===== src/rtl/mux_rr_arbiter_if.sv =====
// Handshake bundle between two byte requesters, the shared arbiter and its downstream consumer.
// master = arbiter side, slave = requesters plus consumer.
interface mux_rr_arbiter_if;
  logic       req_0;
  logic       req_1;
  logic [7:0] data_0;
  logic [7:0] data_1;
  logic       out_ready;
  logic       gnt_0;
  logic       gnt_1;
  logic       sel;
  logic [7:0] out_data;
  logic       out_valid;
  logic       stall;
  logic [7:0] xfer_cnt;

  modport master (
    input  req_0, req_1, data_0, data_1, out_ready,
    output gnt_0, gnt_1, sel, out_data, out_valid, stall, xfer_cnt
  );

  modport slave (
    output req_0, req_1, data_0, data_1, out_ready,
    input  gnt_0, gnt_1, sel, out_data, out_valid, stall, xfer_cnt
  );
endinterface


===== src/rtl/mux_rr_arbiter.sv =====
// Two-channel round-robin arbiter feeding one 8-bit 2:1 mux and a single holding register,
// with a valid/ready output, a stall flag and a completed-transfer counter.
module mux_rr_arbiter #(
  parameter int unsigned STALL_LIMIT = 16
) (
  input  logic              clk,
  input  logic              rst,
  mux_rr_arbiter_if.master  bus
);

  typedef enum logic {IDLE, XFER} state_t;

  localparam logic [7:0] LIMIT = 8'(STALL_LIMIT);

  state_t     state;
  logic       last;
  logic [7:0] stall_cnt;
  logic       can_grant;
  logic       grant;
  logic       win;
  logic       done;

  assign can_grant = (state == IDLE) || bus.out_ready;
  assign done      = (state == XFER) && bus.out_ready;

  // NOTE: every always_comb output gets a default first, otherwise an unassigned path infers a latch.
  always_comb begin
    grant = 1'b0;
    win   = last;
    if (can_grant) begin
      if (bus.req_0 && bus.req_1) begin
        grant = 1'b1;
        win   = ~last;
      end else if (bus.req_0) begin
        grant = 1'b1;
        win   = 1'b0;
      end else if (bus.req_1) begin
        grant = 1'b1;
        win   = 1'b1;
      end
    end
  end

  // With no grant win stays at last, so SEL parks on the previous winner.
  assign bus.sel   = win;
  assign bus.gnt_0 = grant & ~win;
  assign bus.gnt_1 = grant &  win;

  // NOTE: sequential state uses non-blocking assignments so every flop samples pre-edge values.
  always_ff @(posedge clk or posedge rst) begin
    if (rst) begin
      state         <= IDLE;
      last          <= 1'b1;
      bus.out_data  <= 8'h00;
      bus.out_valid <= 1'b0;
      bus.stall     <= 1'b0;
      bus.xfer_cnt  <= 8'h00;
      stall_cnt     <= 8'h00;
    end else begin
      if (done) begin
        bus.xfer_cnt <= bus.xfer_cnt + 8'd1;
      end

      if (grant) begin
        bus.out_data  <= win ? bus.data_1 : bus.data_0;
        last          <= win;
        state         <= XFER;
        bus.out_valid <= 1'b1;
      end else if (done) begin
        state         <= IDLE;
        bus.out_valid <= 1'b0;
      end

      // Stall counter only runs while a byte is waiting on a stalled consumer.
      if ((state == XFER) && !bus.out_ready) begin
        if (stall_cnt != LIMIT) begin
          stall_cnt <= stall_cnt + 8'd1;
          bus.stall <= ((stall_cnt + 8'd1) == LIMIT);
        end
      end else begin
        stall_cnt <= 8'h00;
        bus.stall <= 1'b0;
      end
    end
  end

endmodule


===== src/flat_wrapper.sv =====
// flat-port wrapper written by rule: the top's interface ports become plain ports
module mux_rr_arbiter_flat 
#(
  parameter int unsigned STALL_LIMIT = 16
)
  (clk, rst, bus_req_0, bus_req_1, bus_data_0, bus_data_1, bus_out_ready, bus_gnt_0, bus_gnt_1, bus_sel, bus_out_data, bus_out_valid, bus_stall, bus_xfer_cnt);
  mux_rr_arbiter_if bus_i ();
  input  logic clk;
  input  logic rst;
  input wire logic [$bits(bus_i.req_0)-1:0] bus_req_0;
  input wire logic [$bits(bus_i.req_1)-1:0] bus_req_1;
  input wire logic [$bits(bus_i.data_0)-1:0] bus_data_0;
  input wire logic [$bits(bus_i.data_1)-1:0] bus_data_1;
  input wire logic [$bits(bus_i.out_ready)-1:0] bus_out_ready;
  output wire logic [$bits(bus_i.gnt_0)-1:0] bus_gnt_0;
  output wire logic [$bits(bus_i.gnt_1)-1:0] bus_gnt_1;
  output wire logic [$bits(bus_i.sel)-1:0] bus_sel;
  output wire logic [$bits(bus_i.out_data)-1:0] bus_out_data;
  output wire logic [$bits(bus_i.out_valid)-1:0] bus_out_valid;
  output wire logic [$bits(bus_i.stall)-1:0] bus_stall;
  output wire logic [$bits(bus_i.xfer_cnt)-1:0] bus_xfer_cnt;
  assign bus_i.req_0 = bus_req_0;
  assign bus_i.req_1 = bus_req_1;
  assign bus_i.data_0 = bus_data_0;
  assign bus_i.data_1 = bus_data_1;
  assign bus_i.out_ready = bus_out_ready;
  assign bus_gnt_0 = bus_i.gnt_0;
  assign bus_gnt_1 = bus_i.gnt_1;
  assign bus_sel = bus_i.sel;
  assign bus_out_data = bus_i.out_data;
  assign bus_out_valid = bus_i.out_valid;
  assign bus_stall = bus_i.stall;
  assign bus_xfer_cnt = bus_i.xfer_cnt;
  mux_rr_arbiter #(.STALL_LIMIT(STALL_LIMIT)) u_core (.clk(clk), .rst(rst), .bus(bus_i));
endmodule

===== config.mk =====
export PLATFORM = sky130hd
export DESIGN_NAME = mux_rr_arbiter_flat
export DESIGN_NICKNAME = d
export VERILOG_FILES = /design/src/rtl/mux_rr_arbiter_if.sv /design/src/rtl/mux_rr_arbiter.sv /design/src/flat_wrapper.sv
export SDC_FILE = /design/constraint.sdc
export NUM_CORES = 1
export LEC_CHECK = 0
export ABC_CLOCK_PERIOD_IN_PS = 1600
export CAP_MARGIN = 10
export CELL_PAD_IN_SITES_DETAIL_PLACEMENT = 0
export CELL_PAD_IN_SITES_GLOBAL_PLACEMENT = 1
export CORE_MARGIN = 2
export CORE_UTILIZATION = 31
export DETAILED_ROUTE_END_ITERATION = 6
export HOLD_SLACK_MARGIN = 0.02
export PLACE_DENSITY_LB_ADDON = 0.1
export SYNTH_ARGS = -nofsm -noshare
export SYNTH_HDL_FRONTEND = slang
export SYNTH_SLANG_ARGS = --single-unit

===== constraint.sdc =====
create_clock -name clk -period 1.6 [get_ports clk]
set_clock_uncertainty 0.2 [all_clocks]
set_input_delay 0.16 -clock clk [delete_from_list [all_inputs] [get_ports clk]]
set_output_delay 0.16 -clock clk [all_outputs]
set_load 0.01 [all_outputs]

# Yosys cells after proc, flatten, opt, wreduce, memory -nomap -nowiden
# Cells that the tools add are included.
[totals]
register_bits = 27
[op_classes]
n_addsub = 2
eq_ne = 3
mux = 15
bitwise = 5
n_reduce_logical = 6
[ops]
columns = ["operator", "n"]
rows = [
  ["two-way mux 8 bit", 3],
  ["adder 8 x 1 -> 8 bit (second input constant)", 2],
  ["two-way mux 1 bit", 12],
  ["== test 8 x 5 -> 1 bit (second input constant)", 1],
  ["inequality test 8 x 5 -> 1 bit (second input constant)", 1],
  ["logical AND 1 bit", 3],
  ["inverter 1 bit", 3],
  ["AND 1 bit", 2],
  ["inequality test 2 bit (second input constant)", 1],
  ["nonzero test 2 bit", 1],
  ["logical NOT 1 bit", 1],
  ["logical OR 1 bit", 1],
]

# Depth between registers and ports, before layout
# Gate-level depths: netlist of the first run.
[depth]
ltp_word = 6
depth_mapped = 6

# Worst setup path after synthesis of the first run
# No wires, ideal clock.
[synth_path]
path_type = "reg-to-reg"
start = "reg u_core.stall_cnt[0]"
end = "reg u_core.bus.stall"
t_arrival_ps = 1471
t_required_ps = 1323
slack_ps = -148
stages_incl_launch_ff = 7
n_path_buf = 0
synth_period_minus_slack_ps = 1748
cell_sequence = "dfrtp_1 -> ha_1 -> nor3_1 -> o2111ai_2 -> a221oi_2 -> o21ai_1 -> a21oi_1"
[synth_via]
elab_chain_len = 4
[synth_lines]
columns = ["item", "line", "text"]
rows = [
  ["start: declaration", "mux_rr_arbiter.sv:17", "logic [7:0] stall_cnt;"],
  ["start signal: assignment", "mux_rr_arbiter.sv:77", "stall_cnt <= stall_cnt + 8'd1;"],
  ["adder 8 x 1 -> 8 bit", "mux_rr_arbiter.sv:78", "bus.stall <= ((stall_cnt + 8'd1) == LIMIT);"],
  ["== test 8 x 5 -> 1 bit", "mux_rr_arbiter.sv:78", ""],
  ["two-way mux 1 bit", "mux_rr_arbiter.sv:76", "if (stall_cnt != LIMIT) begin"],
  ["two-way mux 1 bit", "mux_rr_arbiter.sv:75", "if ((state == XFER) && !bus.out_ready) begin"],
  ["end signal: assignment", "mux_rr_arbiter.sv:78", ""],
  ["end: declaration", "mux_rr_arbiter_if.sv:19", "output gnt_0, gnt_1, sel, out_data, out_valid, stall, xfer_cnt"],
]
# Several ways; a longest one is shown, not always the timed one. The select of a mux whose other input is x is not followed.
# A chain may end at the register's enable or synchronous reset.

# Worst setup path after layout of the first run
# Same ends and word-level chain as after synthesis.

==> results of run 1 <==
[registers in the layout (all words and copies together), names as in the netlist]
signal and flops:
u_core.last 1, u_core.stall_cnt 8, u_core.bus.out_data 8, u_core.bus.stall 1, u_core.bus.xfer_cnt 8, u_core.state 1
[final cells by class]
type | instances | area share, %
Tap cell | 52 | 2.990
Clock inverter | 1 | 0.3450
Timing Repair Buffer | 71 | 29.50
Multi-Input combinational cell | 100 | 33.01
Sequential cell | 27 | 31.22
Inverter | 6 | 1.035
Clock buffer | 3 | 1.898
[cells in the mapped netlist, drive strengths merged (2+ instances only)]
cell	n
dfrtp	26
nand2	20
nor2	13
o21ai	11
a22oi	8
xnor2	7
xor2	7
a21oi	6
inv	6
ha	4
nand3	4
nand4	4
and3	3
buf	3
nor3	2
[metrics by stage]
step                instances  utilization, %   TNS, ns  setup WS, ns  total power, mW
detailed placement        249           46.92    -3.663       -0.4365            1.739
CTS                       259           49.44  -0.07396      -0.07396            2.205
floorplan                 137               -         0      0.008305            1.271
global placement          249           46.92    -3.005       -0.4133            1.716
finish                    260           51.03  -0.06023      -0.06023            2.199
global route              260           51.03   -0.2959       -0.2056            2.333
[critical path, stage by stage, from the launching register on]
cell	delay (ns)
dfrtp_2	0.44
ha_4	0.16
and3_4	0.17
o2111ai_2	0.13
a221oi_2	0.27
o21ai_1	0.10
a21oi_1	0.13
[power breakdown]
part,internal (mW),switching (mW)
Clock,0.176,0.209
Combinational,0.500,0.384
Sequential,0.823,0.106
[cells by family (layout without fill, tap and decap cells)]
logic type	count (synthesis)	in the layout	synth area share (%)
buf+inv	10	81	3.055
mux	1	1	0.8333
fa+ha+maj	4	4	3.704
xor+xnor	14	14	9.074
flops	27	27	50.09
compound gates	29	29	14.81
simple gates	52	52	18.43
[routing by layer]
layer / global-route usage [%] / wire length [um]
met1: 18.21 / 1407
met3: 2.453 / 147
met2: 27.09 / 1828
met4: 3.205 / 12
met5: 0 / 0
[path summary, 6_finish.rpt]
kind,start,endpoint,slack (ns),cells past startpoint
setup / recovery,u_core.stall_cnt[0],u_core.bus.stall,-0.06,6
hold / removal,bus_data_0[0],u_core.bus.out_data[0],0.22,3
setup reg to reg,u_core.stall_cnt[0],u_core.bus.stall,-0.06,6
hold reg to reg,u_core.bus.xfer_cnt[7],u_core.bus.xfer_cnt[7],0.27,1
max in group asynchronous,rst,u_core.stall_cnt[1],0.27,4
min in group asynchronous,rst,u_core.bus.out_data[7],0.48,3
[timing repair]
| item | in CTS | in global routing |
|---|---|---|
| setup endpoints to repair | 16 | 16 |
| hold endpoints to repair | 5 | 0 |
| hold buffers | 1 | 0 |
| pin swaps | 1 | 1 |
| resized for setup | 23 | 16 |
| setup buffers | 5 | 1 |
==> impl_metrics.toml, run 1 <==
[outcome]
run_status = "finished with violations"
failed_checks = "setup timing"

[worst_setup_path]
cp.required_ns = 1.60
end_kind = "register"
cp.arrival_ns = 1.66
startpoint_type = "register"
critPathMaxFanout = 5
path_class = "reg -> reg"

[die]
initial_core_util_pct = 31.69
dieArea_sq_um = 4903
num_rows = 24
die_h_um = 70.02
io-pin-count = 42
die_x_um = 70.02
design.core.area_sq_um = 4264

[synthesis]
synth-edff-count = 0
yosys_most_used_dff = "dfrtp_1"
synth_cell_type_count = 33
synth.top_cells.by_area = "dfrtp_1 48%, nand2_1 5.6%, xnor2_1 4.5%, xor2_1 4.5%, a22oi_1 4.4%"
ys_seq_area_share_pct = 50.09
synth_top_cell_area_share_pct = 48.15
synth-seq-cells = 27
syn-cell-area_sq_um = 1351
async_flop_share_pct = 100.0
synth_top_area_cell = "dfrtp_1"
yosys_warnings = 0
syn-num-nets = 162
avgSynthCellArea_sq_um = 9.863
postSynthCellCount = 137

[global_route]
grt_max_degree = 17
grt_pass1_vias = 1340
antenna_found_initial = 0
grt_overflow = 0
grt_usage_pct = 14.80
grt_pass1_wl_um = 5906

[finish]
register_area_sq_um = 679.4
multi_input_area_sq_um = 718.2
finalInstanceArea_sq_um = 2176
layout_common_cells = "30 x clkdlybuf4s50_1, 27 x buf_4, 24 x dfrtp_1, 17 x nand2_1, 11 x nor2_1"
insertedDiodeCount = 0
final_common_cell = "clkdlybuf4s50_1"
syn_to_final_growth_pct = 61.02
layout.nets = 234
drive_above_1_share_pct = 29.81
nFillCells = 395

[drt]
drt_iter0_drc = 40
drt_wl_total_um = 3395
drc_errors = 0
ant_nets = 0
avgViaCountPerCell = 4.712
avgRoutedWirePerCell_um = 13.06
vias = 1225
firstDrtPassIters = 3

[place]
placed_area_sq_um = 2001
hpwl_um = 2651
place.gp.congestion = 0.7432
port_buffers = 41

[sta]
post-route-period-util_pct = 103.8
worst_pin_slew_ns = 0.2730
max-slew-margin-rel_pct = 81.78
hold_viol = 0
report.final.slew_viol_count = 0
holdWs_ns = 0.2187
max_freq_ghz = 0.6023
fin_ws_ns = -0.06023
finalCriticalPeriod_ns = 1.660
rsz0062_at_grt = "true"
finalSetupViolCount = 1

[cts]
cts.sinks = 27
path_clk_slew_ns = 0.09
cts_tree = "done"
cts_made_buffers = 3
clk_latency_ns = 0.27
cts_root_buf = "clkbuf_8"
cts_buffer_depth = 2
h-tree-depth = 1

[flow_run]
cap_violations = 0

[power_and_ir_drop]
irDropWorstVdd_mv = 0.4310
p_leak_nw = 1.016
powerDensity_nw_per_um2 = 1010

[hold_path]
min_path_type = "in -> reg"
Note: power is estimated with default switching activity, not from simulation.
==> run 2, diff against run 1 <==
--- a/config.mk
+++ b/config.mk
@@ -14,6 +14,7 @@
 export DETAILED_ROUTE_END_ITERATION = 6
 export HOLD_SLACK_MARGIN = 0.02
 export PLACE_DENSITY_LB_ADDON = 0.1
+export REMOVE_ABC_BUFFERS = 1
 export SYNTH_ARGS = -nofsm -noshare
 export SYNTH_HDL_FRONTEND = slang
 export SYNTH_SLANG_ARGS = --single-unit
==> run 2 against run 1 <==
Against the previous run:
- the run still ends with setup timing left
- first-iteration DRC count down 57%
- clock power rose by 7.8%
- wire length rose by 3.7%
- sequential cell count unchanged
- via count is 5.6% higher
- count of clock-buffer cells in the layout unchanged
- highest routed layer unchanged
==> impl_metrics.toml, run 2 (same netlist as run 1, synthesis figures left out) <==
[outcome]
run_status = "finished with violations"
failed_checks = "setup timing"

[place]
hpwl_um = 2537
place_inst = 248
place.gp.congestion = 0.7716
port_buffers = 41

[global_route]
grt_pass1_vias = 1291
grt_overflow = 0
grt_max_degree = 28
met3_usage_pct = 3.030
antenna_found_initial = 0
grt_usage_pct = 15.32
top_usage_layer = "met2"
met1_usage_pct = 18.48
grt_pass1_wl_um = 6023
grt_util_met2_pct = 27.30

[finish]
drive_above_1_share_pct = 33.49
top_regs = "u_core.bus.out_data x8, u_core.bus.xfer_cnt x8, u_core.stall_cnt x8"
nFillCells = 389
final_util_pct = 53.96
layout_common_cells = "33 x buf_4, 27 x clkdlybuf4s50_1, 26 x dfrtp_1, 17 x nand2_1, 12 x nor2_1"
fin_cells = 267
syn_to_final_growth_pct = 70.28
insertedDiodeCount = 0
final_common_cell = "buf_4"
layout.nets = 241

[worst_setup_path]
cpLargestDelayFamily = "compound AO/OA/AOI/OAI gates"
max_stage_delay_ns = 0.43
end_kind = "register"
startpoint_type = "register"
worstPathCellList = "buf_6 -> and4_4 -> a21bo_1 -> a221oi_2 -> o21ai_1 -> a21oi_1"
cp.buffers_inverters = 1
critPathMaxFanout = 5
slowest_stage = "dfrtp_1"
path_class = "reg -> reg"
cp.required_ns = 1.60
cp.arrival_ns = 1.72

[sta]
finalSetupViolCount = 1
fin_ws_ns = -0.1258
worst_pin_slew_ns = 0.2903
max-slew-margin-rel_pct = 80.65
post-route-period-util_pct = 107.9
hold_viol = 0
rsz0062_at_grt = "true"
max_freq_ghz = 0.5794
finalCriticalPeriod_ns = 1.726
report.final.slew_viol_count = 0

[drt]
ant_nets = 0
firstDrtPassIters = 5
drt_wl_total_um = 3521
vias = 1293
avgViaCountPerCell = 4.843
drc_errors = 0
avgRoutedWirePerCell_um = 13.19
drt_iter0_drc = 17

[cts]
h-tree-depth = 1
cts_made_buffers = 3
cts_root_buf = "clkbuf_8"
clk_latency_ns = 0.28
cts_tree = "done"
cts_buffer_depth = 2
cts.sinks = 27
path_clk_slew_ns = 0.11

[die]
design.core.area_sq_um = 4264
io-pin-count = 42
initial_core_util_pct = 31.69
die_h_um = 70.02
dieArea_sq_um = 4903
num_rows = 24
die_x_um = 70.02

[power_and_ir_drop]
powerDensity_nw_per_um2 = 983.8
irDropWorstVdd_mv = 0.5093
p_leak_nw = 1.124
power_mw = 2.264

[flow_run]
cap_violations = 0

[hold_path]
min_path_type = "in -> reg"
run 2: changes by cell type in the layout (fill, tap and decap cells not counted), moves of 2 or more:
cell | previous run | this run
nor2_2 | 2 | 0
inv_2 | 3 | 5
dlymetal6s2s_1 | 4 | 8
inv_1 | 3 | 1
buf_4 | 27 | 33
clkdlybuf4s50_1 | 30 | 27
dfrtp_2 | 2 | 0
dlygate4sd2_1 | 4 | 2
dfrtp_1 | 24 | 26
run 2: repair_timing:
item / 4_1_cts / 5_1_grt
endpoints found under the setup margin: 17 / 19
gates resized for setup: 21 / 34
setup buffers: 6 / 8
pin swaps: 3 / 14
hold buffers: 1 / 0
endpoints found under the hold margin: 26 / 0
run 2: stage by stage:
stage	hold WS, ns	TNS, ns	worst slack, ns	cell area [sq um]
3_3_place_gp	0.2563	-3.338	-0.4813	1986
5_1_grt	0.2079	-0.2884	-0.2302	2301
4_1_cts	0.1976	-0.2584	-0.1682	2113
3_5_place_dp	0.2675	-4.010	-0.5071	1986
6_report	0.2062	-0.1258	-0.1258	2301
2_1_floorplan	0.01197	-0.1557	-0.1557	1333
run 2: cell type report:
cell class	instances	area, sq um	share of cell area (%)
tap	52	65.06	2.828
inverter	6	22.52	0.9788
clock buffer	3	41.29	1.794
clock inverter	1	8.758	0.3806
multi-input combinational	100	767.0	33.33
sequential	27	676.9	29.42
timing repair buffer	78	719.4	31.27
run 2: path summary, 6_finish.rpt:
check,start,endpoint,slack (ns),cells after the start
worst max-delay path,u_core.stall_cnt[0],u_core.bus.stall,-0.13,6
worst min-delay path,bus_data_0[1],u_core.bus.out_data[1],0.21,3
worst max register to register,u_core.stall_cnt[0],u_core.bus.stall,-0.13,6
worst min register to register,u_core.bus.xfer_cnt[5],u_core.bus.xfer_cnt[5],0.31,1
max in group asynchronous,rst,u_core.last,0.41,4
min in group asynchronous,rst,u_core.bus.xfer_cnt[0],0.54,4
run 2: per-layer routing:
| layer | share of wire (%) | up-vias |
|---|---|---|
| met3 | 4.3 | 2 |
| met5 | 0 | - |
| met1 | 41 | 642 |
| met4 | 0.54 | 0 |
| met2 | 54 | 25 |
| li1 | - | 624 |
run 2: where the power goes:
part | switching [mW] | internal [mW]
clock | 0.232 | 0.183
sequential | 0.0922 | 0.822
combinational | 0.394 | 0.541
run 2: worst reg2reg max path, delay by kind of cell, from the launching register on:
kind	cells	cell delay [ns]
simple gates	1	0.19
buf+inv	1	0.14
compound gates	4	0.68
flops	1	0.43
==> run 3, diff against run 2 <==
--- a/config.mk
+++ b/config.mk
@@ -14,6 +14,7 @@
 export DETAILED_ROUTE_END_ITERATION = 6
 export HOLD_SLACK_MARGIN = 0.02
 export PLACE_DENSITY_LB_ADDON = 0.1
+export RECOVER_POWER = 100
 export REMOVE_ABC_BUFFERS = 1
 export SYNTH_ARGS = -nofsm -noshare
 export SYNTH_HDL_FRONTEND = slang
==> run 3 against run 2 <==
Against the previous run:
- the run still ends with setup timing left
- setup slack better by 0.00059 ns
- wire length down 0.14%
- sequential cell count unchanged
- first-iteration DRC count down 24%
- non-clock buffer count unchanged
- cell count unchanged
- power down 0.60%
- sequential power about the same
- worst hold slack about the same
- clock power about the same
- critical path depth unchanged
- die area unchanged
- critical path type unchanged
==> impl_metrics.toml, run 3 (same netlist as run 1, synthesis figures left out) <==
[outcome]
run_status = "finished with violations"
failed_checks = "setup timing"

[cts]
cts_tree = "done"
h-tree-depth = 1
cts_made_buffers = 3
cts_root_buf = "clkbuf_8"
cts_buffer_depth = 2
cts.sinks = 27
path_clk_slew_ns = 0.11
clk_latency_ns = 0.28

[worst_setup_path]
slowest_stage = "dfrtp_1"
reg2reg_depth = 6
worstPathCellList = "buf_6 -> and4_4 -> a21bo_1 -> a221oi_2 -> o21ai_1 -> a21oi_1"
cpLargestDelayFamily = "compound AO/OA/AOI/OAI gates"
end_kind = "register"
critPathMaxFanout = 5
max_stage_delay_ns = 0.43
ff2ff_setup_slack_ns = -0.13
r2r-start = "u_core.stall_cnt[0]"
cp.required_ns = 1.60
path_class = "reg -> reg"
reg2reg_to = "u_core.bus.stall"
crit_start = "u_core.stall_cnt[0]"
cp.buffers_inverters = 1
cp.arrival_ns = 1.72
startpoint_type = "register"

[power_and_ir_drop]
p_int_mw = 1.532
seq_power_share_pct = 40.7
sw_frac_of_total_pct = 31.91
clkPwrFrac_pct = 18.4
irDropWorstVdd_mv = 0.5080
p_leak_nw = 1.016
powerDensity_nw_per_um2 = 994.6
combPwrFrac_pct = 40.9
p_sw_mw = 0.7180
power_mw = 2.250

[drt]
avgRoutedWirePerCell_um = 13.17
drt_iter0_drc = 13
drt_wl_total_um = 3516
vias = 1299
firstDrtPassIters = 4
ant_nets = 0
avgViaCountPerCell = 4.865
drc_errors = 0

[die]
design.core.area_sq_um = 4264
die_h_um = 70.02
initial_core_util_pct = 31.69
die_x_um = 70.02
num_rows = 24
dieArea_sq_um = 4903
io-pin-count = 42

[global_route]
grt_pass1_wl_um = 6023
grt_overflow = 0
grt_usage_pct = 15.32
antenna_found_initial = 0
grt_pass1_vias = 1291
grt_max_degree = 28

[place]
place.gp.congestion = 0.7716
port_buffers = 41
hpwl_um = 2537
placed_area_sq_um = 1986
place_inst = 248
dp_slack_ns = -0.5071

[sta]
hold_viol = 0
finalSetupViolCount = 1
worst_pin_slew_ns = 0.3863
max-slew-margin-rel_pct = 74.25
rsz0062_at_grt = "true"
post-route-period-util_pct = 107.8
finalCriticalPeriod_ns = 1.725
report.final.slew_viol_count = 0
fin_ws_ns = -0.1253
max_freq_ghz = 0.5796

[finish]
insertedDiodeCount = 0
fin_cells = 267
final_common_cell = "buf_4"
layout_common_cells = "33 x buf_4, 26 x clkdlybuf4s50_1, 26 x dfrtp_1, 17 x nand2_1, 12 x nor2_1"
layout.nets = 241
final_util_pct = 53.05
finalInstanceArea_sq_um = 2262
drive_above_1_share_pct = 33.49
top_regs = "u_core.bus.out_data x8, u_core.bus.xfer_cnt x8, u_core.stall_cnt x8"
syn_to_final_growth_pct = 67.41

[hold_path]
hold_start = "bus_data_0[1]"
min_path_type = "in -> reg"
whs_path_depth = 3
worstHoldEndpoint = "u_core.bus.out_data[1]"

[flow_run]
cap_violations = 0
-- run 3: cell count changes in the layout (fill, tap and decap cells not counted), sizes merged --
cell,change
buf,-1
dlygate4sd3,+1
dlymetal6s2s,-8
clkdlybuf4s25,+7
clkdlybuf4s50,-1
clkbuf,+2
-- run 3: metrics by stage --
step	TNS, ns	hold WS, ns
final	-0.1253	0.2062
after global routing	-0.2884	0.2079
after CTS	-0.2584	0.1976
after detailed placement	-4.010	0.2675
after global placement	-3.338	0.2563
after floorplan	-0.1557	0.01197
-- run 3: power groups by stage --
| stage | clock network (mW) | logic, mW | registers (mW) |
|---|---|---|---|
| 2_1_floorplan | 0 | 0.254 | 1.01 |
| 3_3_place_gp | 0 | 0.749 | 0.959 |
| 3_5_place_dp | 0 | 0.757 | 0.964 |
| 4_1_cts | 0.436 | 0.911 | 0.912 |
| 5_1_grt | 0.472 | 1.01 | 0.932 |
| 6_report | 0.415 | 0.920 | 0.915 |
-- run 3: cell type report --
class                      count  area (sq um)
clock inverter                 1         8.758
inverter                       6         22.52
multi-input combinational    100         767.0
clock buffer                   3         41.29
timing repair buffer          78         680.7
sequential                    27         676.9
fill                         395          2002
tap                           52         65.06
-- run 3: tightest hold or removal path, cell delays in order --
cell             delay, ns
clkdlybuf4s50_1       0.39
nand2_1               0.05
o21ai_1               0.05
-- run 3: worst max-delay path by stage --
stage                       end  slack, ns  cells after the start
2_1_floorplan  u_core.bus.stall      -0.16                      6
3_5_place_dp            bus_sel      -0.51                      6
4_1_cts        u_core.bus.stall      -0.17                      6
3_3_place_gp            bus_sel      -0.48                      6
6_report       u_core.bus.stall      -0.13                      6
5_1_grt        u_core.bus.stall      -0.23                      6
-- run 3: repair_timing --
action | 4_1_cts | 5_1_grt
setup buffers | 6 | 8
hold buffers | 1 | 0
pin swaps | 3 | 14
endpoints found under the hold margin | 26 | 0
resized for setup | 21 | 34
endpoints found under the setup margin | 17 | 19
gates cloned | 0 | 0
-- run 3: metal layers --
layer	vias up	track usage, %	routed length, um
met3	2	3.030	157
met5	-	0	0
met1	646	18.48	1447
li1	624	-	-
met2	27	27.30	1893
met4	0	4.915	19
